### src/rtl/console_pkg.sv
// Shared types and defaults for the MMIO console/test-status monitor.
// The test-status FSM states and the FIFO pointer sizing helper live here.
package console_pkg;

    typedef enum logic [1:0] {
        RUN   = 2'd0,
        DRAIN = 2'd1,
        DONE  = 2'd2
    } console_state_t;

    localparam logic [31:0] DEF_CONSOLE_ADDR = 32'd65532;
    localparam logic [31:0] DEF_TOHOST_ADDR  = 32'd65528;

    // Index bits plus one wrap bit so full and empty can be told apart.
    function automatic int fifo_ptr_w(input int depth);
        return $clog2(depth) + 1;
    endfunction

endpackage

### src/rtl/mmio_console_monitor_sync_fifo.sv
// sync_fifo: generic power-of-two character buffer with wrap-bit full/empty decode.
// Latency: a push is visible at head after one clk edge; the caller gates push/pop against full/empty.
module sync_fifo
    import console_pkg::*;
#(
    parameter int WIDTH = 8,
    parameter int DEPTH = 16
) (
    input  logic             clk,
    input  logic             rst,
    input  logic             push,
    input  logic             pop,
    input  logic [WIDTH-1:0] wdata,
    output logic             full,
    output logic             empty,
    output logic [WIDTH-1:0] head
);

    localparam int PW = fifo_ptr_w(DEPTH);
    localparam int AW = PW - 1;

    logic [PW-1:0]    wr_ptr_q, wr_ptr_d;
    logic [PW-1:0]    rd_ptr_q, rd_ptr_d;
    logic [WIDTH-1:0] mem_q [DEPTH];

    always_comb begin
        wr_ptr_d = wr_ptr_q;
        rd_ptr_d = rd_ptr_q;
        if (push) wr_ptr_d = wr_ptr_q + PW'(1);
        if (pop)  rd_ptr_d = rd_ptr_q + PW'(1);
    end

    always_ff @(posedge clk or posedge rst) begin
        if (rst) begin
            wr_ptr_q <= '0;
            rd_ptr_q <= '0;
        end else begin
            wr_ptr_q <= wr_ptr_d;
            rd_ptr_q <= rd_ptr_d;
        end
    end

    // Storage carries no reset; pointers alone define which entries are live.
    always_ff @(posedge clk) begin
        if (push) mem_q[wr_ptr_q[AW-1:0]] <= wdata;
    end

    assign empty = (wr_ptr_q == rd_ptr_q);
    assign full  = (wr_ptr_q[AW] != rd_ptr_q[AW]) && (wr_ptr_q[AW-1:0] == rd_ptr_q[AW-1:0]);
    assign head  = mem_q[rd_ptr_q[AW-1:0]];

endmodule

### src/rtl/mmio_console_monitor.sv
// mmio_console_monitor: snoops core stores; console chars stream out, tohost/watchdog end the test.
// Latency: char_valid one edge after a console store. Backpressure: char_ready stalls the stream;
// a store into a full FIFO without a same-cycle pop is dropped (sticky fifo_overflow). Option macro: CONSOLE_SIM_PRINT_EN.
module mmio_console_monitor
    import console_pkg::*;
#(
    parameter logic [31:0] CONSOLE_ADDR   = DEF_CONSOLE_ADDR,
    parameter logic [31:0] TOHOST_ADDR    = DEF_TOHOST_ADDR,
    parameter int          FIFO_DEPTH     = 16,
    parameter int          CHAR_W         = 8,
    parameter int          TIMEOUT_CYCLES = 200
) (
    input  logic              clk,
    input  logic              reset,
    input  logic              memwrite,
    input  logic [31:0]       dataadr,
    input  logic [31:0]       writedata,
    input  logic              char_ready,
    output logic              char_valid,
    output logic [CHAR_W-1:0] char_data,
    output logic              fifo_overflow,
    output logic              done,
    output logic              pass,
    output logic [30:0]       fail_code,
    output logic              timeout
);

    console_state_t state_q, state_d;
    logic [31:0]    cycle_q, cycle_d;
    logic           ovf_q, ovf_d;
    logic           done_q, done_d;
    logic           pass_q, pass_d;
    logic [30:0]    fail_code_q, fail_code_d;
    logic           timeout_q, timeout_d;

    logic              fifo_full, fifo_empty;
    logic [CHAR_W-1:0] fifo_head;
    logic              console_hit, tohost_hit, wd_expire;
    logic              fifo_push, fifo_pop;

    assign console_hit = memwrite && (dataadr == CONSOLE_ADDR) && (state_q == RUN);
    assign tohost_hit  = memwrite && (dataadr == TOHOST_ADDR) && writedata[0] && (state_q == RUN);
    assign wd_expire   = (TIMEOUT_CYCLES != 0) && (state_q == RUN) &&
                         (cycle_q == 32'(TIMEOUT_CYCLES - 1));

    // A full FIFO still takes a store when the sink frees a slot on the same edge.
    assign fifo_pop  = !fifo_empty && char_ready;
    assign fifo_push = console_hit && (!fifo_full || fifo_pop);

    sync_fifo #(
        .WIDTH (CHAR_W),
        .DEPTH (FIFO_DEPTH)
    ) u_fifo (
        .clk   (clk),
        .rst   (reset),
        .push  (fifo_push),
        .pop   (fifo_pop),
        .wdata (writedata[CHAR_W-1:0]),
        .full  (fifo_full),
        .empty (fifo_empty),
        .head  (fifo_head)
    );

    always_comb begin
        state_d     = state_q;
        cycle_d     = cycle_q;
        ovf_d       = ovf_q || (console_hit && fifo_full && !fifo_pop);
        pass_d      = pass_q;
        fail_code_d = fail_code_q;
        timeout_d   = timeout_q;
        case (state_q)
            RUN: begin
                cycle_d = cycle_q + 32'd1;
                if (tohost_hit) begin
                    pass_d      = (writedata == 32'd1);
                    fail_code_d = (writedata == 32'd1) ? 31'd0 : writedata[31:1];
                    state_d     = DRAIN;
                end else if (wd_expire) begin
                    timeout_d = 1'b1;
                    pass_d    = 1'b0;
                    state_d   = DRAIN;
                end
            end
            DRAIN: begin
                if (fifo_empty) state_d = DONE;
            end
            DONE:    state_d = DONE;
            default: state_d = RUN;
        endcase
        done_d = (state_d == DONE);
    end

    always_ff @(posedge clk or posedge reset) begin
        if (reset) begin
            state_q     <= RUN;
            cycle_q     <= '0;
            ovf_q       <= 1'b0;
            done_q      <= 1'b0;
            pass_q      <= 1'b0;
            fail_code_q <= '0;
            timeout_q   <= 1'b0;
        end else begin
            state_q     <= state_d;
            cycle_q     <= cycle_d;
            ovf_q       <= ovf_d;
            done_q      <= done_d;
            pass_q      <= pass_d;
            fail_code_q <= fail_code_d;
            timeout_q   <= timeout_d;
        end
    end

    assign char_valid    = !fifo_empty;
    assign char_data     = fifo_empty ? '0 : fifo_head;
    assign fifo_overflow = ovf_q;
    assign done          = done_q;
    assign pass          = pass_q;
    assign fail_code     = fail_code_q;
    assign timeout       = timeout_q;

`ifdef CONSOLE_SIM_PRINT_EN
    always @(posedge clk) begin
        if (!reset) begin
            if (fifo_pop) $write("%c", char_data);
            if ((state_q != DONE) && (state_d == DONE)) begin
                if (timeout_q)   $display("TIMEOUT");
                else if (pass_q) $display("PASS");
                else             $display("FAIL %0d", fail_code_q);
                $finish;
            end
        end
    end
`else
    // Synthesizable build: console traffic is visible only on the char stream ports.
`endif

endmodule

### config.mk
export PLATFORM = sky130hd
export DESIGN_NAME = mmio_console_monitor
export DESIGN_NICKNAME = d
export VERILOG_FILES = /design/src/rtl/console_pkg.sv /design/src/rtl/mmio_console_monitor_sync_fifo.sv /design/src/rtl/mmio_console_monitor.sv
export SDC_FILE = /design/constraint.sdc
export NUM_CORES = 1
export LEC_CHECK = 0
export ABC_AREA = 1
export BUFFER_PORTS_ARGS = -buffer_cell sky130_fd_sc_hd__buf_2
export CORE_ASPECT_RATIO = 1.2
export CORE_UTILIZATION = 63
export CTS_CLUSTER_DIAMETER = 80
export DETAILED_ROUTE_END_ITERATION = 7
export GPL_ROUTABILITY_DRIVEN = 0
export MAX_ROUTING_LAYER = met4
export PLACE_DENSITY = 0.94
export SLEW_MARGIN = 15
export SYNTH_ARGS = -nofsm -noshare
export SYNTH_HDL_FRONTEND = slang
export SYNTH_SLANG_ARGS = --single-unit
### constraint.sdc
create_clock -name clk -period 6.7 [get_ports clk]
set_input_delay 1.34 -clock clk [delete_from_list [all_inputs] [get_ports clk]]
set_output_delay 1.34 -clock clk [all_outputs]
set_load 0.005 [all_outputs]
-- Word level (Yosys, flattened, before mapping)
Memories as Yosys holds them, arrays and structs flattened.
Index checks and enable logic that the tools add are counted.
- RAM bits: 128
- memories: 1
- input bits: 68
- register bits after elaboration: 79
- word-level logic and storage cells: 55
- memories (memory ; words ; bits a word ; rd ports ; clocked after Yosys merged registers in ; wr ports ; RTL line ; text):
    u_fifo.mem_q ; 16 ; 8 ; 1 ; 0 ; 1 ; mmio_console_monitor_sync_fifo.sv:24 ; logic [WIDTH-1:0] mem_q [DEPTH];
- reduce and logical (&&, ||, !) cells: 21
- bitwise operators: 1
- equal/unequal tests: 10
- muxes and demuxes: 10
- add/subtract/negate cells: 3
- operators with widths (operator ; number):
    equality test 32 x 16 -> 1 bit, second input constant ; 2
    adder 32 x 1 -> 32 bit, second input constant ; 1
    equality test 32 x 1 -> 1 bit, second input constant ; 1
    equality test 32 x 8 -> 1 bit, second input constant ; 1
    2-to-1 mux 31 bit ; 1
    logical AND 1 bit ; 11
    adder 5 x 1 -> 5 bit, second input constant ; 2
    2-to-1 mux 8 bit ; 1
    2-to-1 mux 2 bit ; 3
    case mux 2 bit (3 select lines) ; 1
    equality test 5 bit ; 1
    equality test 2 bit, second input constant ; 2
    equality test 4 bit ; 1
    2-to-1 mux 1 bit ; 4
    AND reduction 2 bit ; 2
    logical NOT 1 bit ; 3
    AND reduction 3 bit ; 1
    equality test 2 x 1 -> 1 bit, second input constant ; 1
    logical NOT 2 bit ; 1
    logical OR 1 bit ; 2
    nonzero test 2 bit ; 1
    inequality test 1 bit ; 1
    inverter 1 bit ; 1

-- Logic depth before layout (Yosys ltp)
Gate-level depths: netlist (run 1).
- word-level depth: 7
- depth in mapped cells: 11
- gate-level depth less buffers: 11

-- Cells and area by module
A second synthesis (run 1) with hierarchy kept.
- cell total of the unflattened synthesis: 1145
- area, all modules: 10134.7 sq um
- modules (own cells, without submodules) (module ; cells each ; area an instance (sq um) ; times used):
    sync_fifo ; 621 ; 6213.5 ; 1
    mmio_console_monitor ; 524 ; 3921.3 ; 1

-- Least setup slack after synthesis (run 1)
Ideal clock, no wire load.
- path type: in2reg
- from: input dataadr[1]
- to: memory u_fifo.mem_q[12][0] (enable)
- buffers on the path: 1
- cell stages on the path: 8
- data arrival time: 2.717 ns
- setup slack: 3.599 ns
- path through: nor2_1 nand2_1 nor2_1 nand2_1 nor2_4 nand2_4 buf_6 nor3_1
- longest elaborated chain between the ends: 6
- RTL lines (element ; RTL line ; text):
    start, declared ; mmio_console_monitor.sv:16 ; input logic [31:0] dataadr,
    equality test 32 x 16 -> 1 bit ; mmio_console_monitor.sv:41 ; assign console_hit = memwrite && (dataadr == CONSOLE_ADDR) && (state_q == RUN);
    logical AND 1 bit (2 in a row) ; mmio_console_monitor.sv:41 ;
    logical AND 1 bit ; mmio_console_monitor.sv:48 ; assign fifo_push = console_hit && (!fifo_full || fifo_pop);
    2-to-1 mux 1 bit ; mmio_console_monitor_sync_fifo.sv:45 ; if (push) mem_q[wr_ptr_q[AW-1:0]] <= wdata;
    2-to-1 mux 1 bit (implied by the code) ; mmio_console_monitor_sync_fifo.sv:45 ;
    end, declared ; mmio_console_monitor_sync_fifo.sv:24 ;
Every way passes these cells.

-- Worst setup path after layout (run 1)
- from: register u_fifo.rd_ptr_q[1]
- to: output char_data[6]
- longest elaborated chain between the ends: 2
- elaborated cells between the ends (all ways): 3
- classes of those cells: eq/ne (1); mux (1); memory (1)
- RTL lines (element ; RTL line ; text):
    start, declared ; mmio_console_monitor_sync_fifo.sv:23 ; logic [PW-1:0] rd_ptr_q, rd_ptr_d;
    start signal, assigned ; mmio_console_monitor_sync_fifo.sv:39 ; rd_ptr_q <= rd_ptr_d;
    memory (16 x 8 bit) or equality test 5 bit (tied branches) ; n/a ;
    2-to-1 mux 8 bit * ; mmio_console_monitor.sv:114 ; assign char_data = fifo_empty ? '0 : fifo_head;
    end, declared ; mmio_console_monitor.sv:20 ; output logic [CHAR_W-1:0] char_data,
Every way passes the cells marked *; elsewhere a longest branch is shown, timed or not.

==> summary.md, run 1 <==
| Metric | Value |
|---|---|
| Status | `finished clean` |
| Syn Inst Count | `1,054` |
| Die extent in x | `115 µm` |
| DRC | `0` |
| Rel. slew slack | `22.2%` |
| Final hold violation count | `0` |
| Maximum resistive drop on vdd | `0.187 mV` |
| Port bufs | `111` |
| Post-CTS sizing | `0` |
| Critical Path AT | `2.85 ns` |
| First-pass GRT wire length | `36.6 mm` |
| Max Clock Skew | `0.0114 ns` |
| Area Growth Syn to Fin | `14.8%` |
| Overall power | `3.46 mW` |
| CP max stage cell | `dfrtp_1` |
| CP max FO | `48` |
| Largest net degree at the start of global routing | `80` |
| Clock buffer depth | `3` |
| Seq/Total Area, Yosys | `60.4%` |
| Gr ovfl total | `0` |
| Synth top area share | `39.9%` |
| Fmax | `239 MHz` |
| TritonRoute pass-1 iters | `5` |
| Flops & latches, synth | `207` |
| Adder-Cell Fraction of Synth Area | `0.779%` |
| Worst-Skew Late Latency | `0.50 ns` |
| Layout Nets | `1,243` |
| Pwr Density | `313 nW/µm²` |
| Most frequent cells in the layout | `nor2_1 (233), nand2_1 (193), inv_1 (130)` |
| Leakage | `4.87 nW` |
| Cell variety after synth | `31` |
| Placed inst area | `10,400 µm²` |
| Dpl hpwl | `14.9 mm` |
| CP delay by family, top | `flip-flops` |
| Core area | `15,000 µm²` |
| Synth area leader | `edfxtp_1` |
| Critical Path RT | `5.36 ns` |
| Vias | `7,805` |
| Die Span Y | `137 µm` |
| Total GRT Usage | `31.2%` |
| Crit path cell chain | `buf_4 -> o21ai_0 -> o21ai_0 -> nand2_1 -> nand2_1 -> inv_1 -> a21oi_1 -> buf_2` |
| Die ar. | `15,800 µm²` |
| Post-synthesis simple-gate area fraction | `23.0%` |
| Setup crit start kind | `flop` |
| Unrepaired setup endpoints after global routing | `false` |
| Total routed wirelength | `23.6 mm` |
| Postcts setup bufs | `0` |
| Mapped Nets | `1,128` |
| DRT iter0 DRCs | `1,003` |
| Ports | `112` |
| Worst path max stage delay | `0.80 ns` |
| Via/cell ratio | `5.63` |
| Share of cells above drive strength 1 | `15.1%` |
| Clock sink count | `207` |
| Final TNS setup | `0 ns` |
| Final instance area | `11,100 µm²` |
| Row cnt | `49` |
| CTS Hold Buffers Added | `0` |
| Mux cell area share after synthesis | `0%` |
| Root Buffer | `clkbuf_16` |
| Largest family of logic cells by synthesized area | `simple AND/OR/NAND/NOR gates` |
| Initial antenna violation count | `0` |
| Clk slew on worst S/H paths | `0.06 ns` |
| Post-DRT Antenna Nets | `0` |
| Max-cap viol count | `0` |
| Vias in the first global route | `7,477` |
| Final hold slack | `0.471 ns` |
| Max Transition Viols Final | `0` |
| Tightest Pin Transition | `1.16 ns` |
| Fin crit share | `62.5%` |
| Starting Density | `64.4%` |
| H-tree levels | `1` |
| Worst min-delay path class | `reg2reg` |
| CP Class | `reg2out` |
| Synth area leaders | `edfxtp_1 (40%), dfrtp_1 (21%), nor2_1 (9.1%), nand2_1 (7.5%), inv_1 (5.1%)` |
| XOR/XNOR Fraction of Synth Area | `2.54%` |
| CTS tree | `yes` |
| DR WL/cell | `17.0 µm` |
| Final min period | `4.19 ns` |
| Most common cell after layout, fill and taps aside | `nor2_1` |
| Compound-Gate Fraction of Synth Area | `6.36%` |
| Syn. warnings | `0` |
| Syn avg cell area | `9.14 µm²` |
| CP endpoint kind | `output pin` |
| Endpoints failing setup | `0` |
| Cts bufs inserted | `20` |
| Worst path bufs/invs | `3` |
| Cell area after synthesis | `9640 µm²` |
==> through the flow <==
| stage | instances | worst slack, ns | util (%) |
|---|---|---|---|
| global placement | 1351 | 3.12 | 69.5 |
| finish | 1387 | 2.51 | 74.0 |
| CTS | 1386 | 2.54 | 73.9 |
| detailed placement | 1351 | 3.06 | 69.5 |
| floorplan | 1054 | 3.34 | - |
| global route | 1386 | 2.29 | 73.9 |
==> final timing paths <==
check                                                     from                        endpoint  slack (ns)  depth (start not counted)
worst max-delay path            u_fifo.rd_ptr_q[1]$_DFFE_PP0P_                    char_data[6]        2.51                          8
worst min-delay path                   cycle_q[30]$_DFFE_PP0P_         cycle_q[30]$_DFFE_PP0P_        0.47                          2
worst max register to register  u_fifo.rd_ptr_q[0]$_DFFE_PP0P_   u_fifo.mem_q[14][3]$_DFFE_PP_        3.81                          7
worst min register to register         cycle_q[30]$_DFFE_PP0P_         cycle_q[30]$_DFFE_PP0P_        0.47                          2
max in group asynchronous                                reset  u_fifo.rd_ptr_q[0]$_DFFE_PP0P_        4.82                          3
min in group asynchronous                                reset       fail_code[14]$_DFFE_PP0P_        1.14                          3
==> state kept, by name, summed over array words and instances (netlist names) <==
| register | cells |
|---|---|
| cycle_q | 32 |
| u_fifo.wr_ptr_q | 5 |
| timeout | 1 |
| state_q | 2 |
| done | 1 |
| u_fifo.rd_ptr_q | 5 |
| fail_code | 31 |
| u_fifo.mem_q | 128 |
| pass | 1 |
| fifo_overflow | 1 |
==> Yosys cell counts <==
library cell / instances
dfrtp_1: 79
clkbuf_1: 11
inv_1: 131
buf_2: 17
xnor2_1: 6
nor4_1: 5
a21oi_1: 8
o31ai_1: 2
o21bai_1: 1
o21ai_1: 11
nor2_1: 233
o211ai_1: 16
or2_2: 1
o21ai_0: 75
nor3_1: 22
clkinv_1: 1
xor2_1: 22
nand2_4: 2
buf_4: 1
nand3b_1: 4
nor2_2: 3
ha_1: 6
edfxtp_1: 128
buf_6: 1
nor2_4: 2
nand2_2: 2
nand3_2: 4
inv_2: 7
nand4_1: 18
nand3_1: 42
nand2_1: 193
==> report_power, final <==
part           total (mW)  leakage [nW]  internal (mW)  switching [mW]
Combinational       0.883          2.49          0.291           0.593
Sequential           1.46          2.06           1.40          0.0620
Clock                1.12         0.311          0.650           0.473
Total                3.46          4.87           2.34            1.13
==> per-layer routing <==
layer  track usage, %  wire (µm)
met2             53.9      12200
met3             3.96       1810
met1             36.4       8650
met4             14.4        901
met5                -          0
==> final cells by class <==
cell class	count	area, µm²
inverters	139	523
repair buffers	123	646
diodes	1	2.50
flip-flops and latches	207	5820
clock buffers	24	536
well taps	204	255
fillers	989	3900
multi-input cells	678	3160
clock inverters	11	120
==> worst reg2reg max path: stages (launching register included) <==
cell     delay (ns)
dfrtp_2        0.36
buf_4          0.55
nand2_1        0.18
nand2_1        0.09
nor2_1         0.07
nand3_2        0.20
nand2_4        0.16
nor3_1         0.91
==> cell families (layout without fill, tap and decap cells) <==
family,count (synthesis),in the layout
flip-flops,207,207
buffers and inverters,169,297
adder cells (fa/ha/maj),6,6
other,0,1
XOR/XNOR,28,28
AND/OR/NAND/NOR,531,531
AO/OA/AOI/OAI,113,113
(Power assumes the default switching activity.)
==> run 2: changes to the inputs <==
CORE_UTILIZATION = 53   (was 63)
PLACE_DENSITY = 0.85   (was 0.94)
clock period = 3.6 ns   (was 6.7 ns; I/O delays follow)
==> summary.md, run 2 (synthesized netlist as in run 1, its figures left out) <==
| Metric | Value |
|---|---|
| Status | `finished clean` |
| Max reg flops | `128 (unchanged)` |
| Setup crit start kind | `flop` |
| Total GRT Usage | `26.0% (-5.2 points)` |
| Clock buffer depth | `3 (unchanged)` |
| Initial antenna violation count | `0 (unchanged)` |
| Reg-to-Reg Start | `u_fifo.rd_ptr_q[0]$_DFFE_PP0P_` |
| Final TNS setup | `0 ns (unchanged)` |
| Max Clock Skew | `0.0107 ns (-0.000698 ns)` |
| Flop pwr share | `42.4% (+0.3 points)` |
| Max Transition Viols Final | `0 (unchanged)` |
| Reg-to-reg endpoint | `u_fifo.mem_q[15][7]$_DFFE_PP_` |
| First-pass GRT wire length | `37.4 mm (+2.2%)` |
| Fillers | `1,407 (+42%)` |
| Post-DRT Antenna Nets | `0 (unchanged)` |
| Fmax | `301 MHz` |
| Cell count of the worst reg-to-reg path | `7 (unchanged)` |
| Dpl hpwl | `15.4 mm (+3.8%)` |
| DRC | `0 (unchanged)` |
| Root Buffer | `clkbuf_16` |
| Vias in the first global route | `7,505 (+0.37%)` |
| Max-cap viol count | `0 (unchanged)` |
| Unrepaired setup endpoints after global routing | `false` |
| CP Class | `reg2out` |
| Layout Nets | `1,253 (+0.80%)` |
| Cts bufs inserted | `21 (+5.0%)` |
| Area Growth Syn to Fin | `15.4%` |
| Final hold slack | `0.315 ns (-0.156 ns)` |
| CP endpoint | `char_data[6]` |
| Final hold violation count | `0 (unchanged)` |
| Total routed wirelength | `23.2 mm (-1.5%)` |
| Critical Path AT | `2.60 ns (-0.25 ns)` |
| Maximum resistive drop on vdd | `0.356 mV (+91%)` |
| Power share of the combinational group | `25.7% (+0.2 points)` |
| Crit path launch | `u_fifo.rd_ptr_q[0]$_DFFE_PP0P_` |
| Final min period | `3.32 ns` |
| Port bufs | `111 (unchanged)` |
| Diodes inserted | `0 (-1)` |
| Overall power | `6.38 mW (+84%)` |
| Most common cell after layout, fill and taps aside | `nor2_1` |
| Gr ovfl total | `0 (unchanged)` |
| CTS tree | `yes` |
| Worst-Skew Late Latency | `0.49 ns (about the same)` |
| Core area | `17,600 µm² (+18%)` |
| H-tree levels | `1 (unchanged)` |
| P_int | `4.30 mW (+84%)` |
| Die Span Y | `150 µm (+8.9%)` |
| CP endpoint kind | `output pin` |
| Fin crit share | `92.1%` |
| Clk slew on worst S/H paths | `0.06 ns (about the same)` |
| Postcts setup bufs | `0 (unchanged)` |
| TritonRoute pass-1 iters | `8 (+3)` |
| Worst min-delay path class | `in2async` |
| Critical Path RT | `2.88 ns (-2.48 ns)` |
| Clk pwr share | `31.9% (-0.5 points)` |
| CP max FO | `51 (+6.3%)` |
| Switching Fraction | `32.6% (about the same)` |
| Share of cells above drive strength 1 | `15.7% (+0.62 points)` |
| Endpoints failing setup | `0 (unchanged)` |
| Leakage | `4.92 nW (+1.1%)` |
| Die ar. | `18,700 µm² (+19%)` |
| Area of the multi-input gates | `3150 µm² (-0.32%)` |
| DR WL/cell | `16.4 µm (-3.3%)` |
| DRT iter0 DRCs | `830 (-17%)` |
| Post-CTS sizing | `0 (unchanged)` |
| NetSw | `2.08 mW (+84%)` |
| Clock sink count | `207 (unchanged)` |
| Starting Density | `54.6% (-9.8 points)` |
| Placed inst area | `10,500 µm² (+0.84%)` |
| Rel. slew slack | `51.5% (+29 points)` |
| Via/cell ratio | `5.43 (-3.5%)` |
| Final instance area | `11,100 µm² (+0.51%)` |
| Pwr Density | `574 nW/µm² (+83%)` |
| Largest net degree at the start of global routing | `69 (-14%)` |
| Register Area | `5820 µm² (unchanged)` |
| Tightest Pin Transition | `0.724 ns (-0.435 ns)` |
| Die extent in x | `125 µm (+8.9%)` |
| Most frequent cells in the layout | `nor2_1 (233), nand2_1 (193), inv_1 (130)` |
| Vias | `7,672 (-1.7%)` |
| CTS Hold Buffers Added | `0 (unchanged)` |
| Ports | `112 (unchanged)` |
| Row cnt | `53 (+8.2%)` |
| Flop2flop setup slack | `0.92 ns (-2.89 ns)` |
[run 2: cell types whose count changed in the layout (fill, tap and decap cells not counted)]
cell / previous run / this run
clkbuf_1: 2 / 4
buf_4: 12 / 21
diode_2: 1 / 0
nor3_2: 2 / 0
nor3_1: 20 / 22
bufinv_16: 2 / 0
clkbuf_8: 2 / 4
clkbuf_16: 20 / 21
clkinv_8: 1 / 0
clkinv_1: 4 / 2
clkinv_2: 3 / 7
clkinvlp_4: 3 / 1
[run 2: worst min path at each step]
stage,startpoint,to,slack [ns],depth (start not counted)
4_1_cts,reset,fail_code[17]$_DFFE_PP0P_,0.34,2
6_report,reset,fail_code[2]$_DFFE_PP0P_,0.31,2
5_1_grt,reset,fail_code[2]$_DFFE_PP0P_,0.38,2
2_1_floorplan,cycle_q[30]$_DFFE_PP0P_,cycle_q[30]$_DFFE_PP0P_,0.44,2
3_5_place_dp,fail_code[2]$_DFFE_PP0P_,fail_code[2]$_DFFE_PP0P_,0.46,2
3_3_place_gp,cycle_q[30]$_DFFE_PP0P_,cycle_q[30]$_DFFE_PP0P_,0.45,2
[run 2: cell type report]
cell class,instances,area share (%)
Timing Repair Buffer,132,6.41
Clock buffer,29,5.36
Multi-Input combinational cell,678,28.3
Clock inverter,8,0.371
Inverter,139,4.70
Sequential cell,207,52.4
Tap cell,220,2.48
[run 2: critical path, stage by stage (launching register included)]
cell and delay (ns):
dfrtp_2 0.55, buf_4 0.50, o21ai_0 0.16, o21ai_0 0.27
nand2_1 0.09, nand2_1 0.08, inv_1 0.04, a21oi_1 0.22
buf_2 0.16
[run 2: per-stage QoR]
stage / setup slack [ns] / utilization (%) / instances
after floorplan: 0.857 / - / 1054
after global placement: 0.920 / 59.4 / 1376
after detailed placement: 0.833 / 59.4 / 1376
after CTS: 0.291 / 63.0 / 1413
after global routing: 0.159 / 63.0 / 1413
final: 0.283 / 63.0 / 1413
[run 2: power by group through the flow]
stage / Clock, mW / Sequential (mW) / Combinational [mW]
after floorplan: 0 / 2.70 / 1.14
after global placement: 0 / 2.75 / 1.55
after detailed placement: 0 / 2.75 / 1.61
after CTS: 2.06 / 2.71 / 1.63
after global routing: 2.15 / 2.72 / 1.83
final: 2.04 / 2.71 / 1.64
[run 2: layer usage]
| layer | up-vias | global-route usage, % | routed length [µm] |
|---|---|---|---|
| met2 | 337 | 46.0 | 12100 |
| met4 | 0 | 9.39 | 692 |
| li1 | 3663 | - | - |
| met1 | 3599 | 30.9 | 8960 |
| met3 | 73 | 3.04 | 1500 |
| met5 | - | - | 0 |
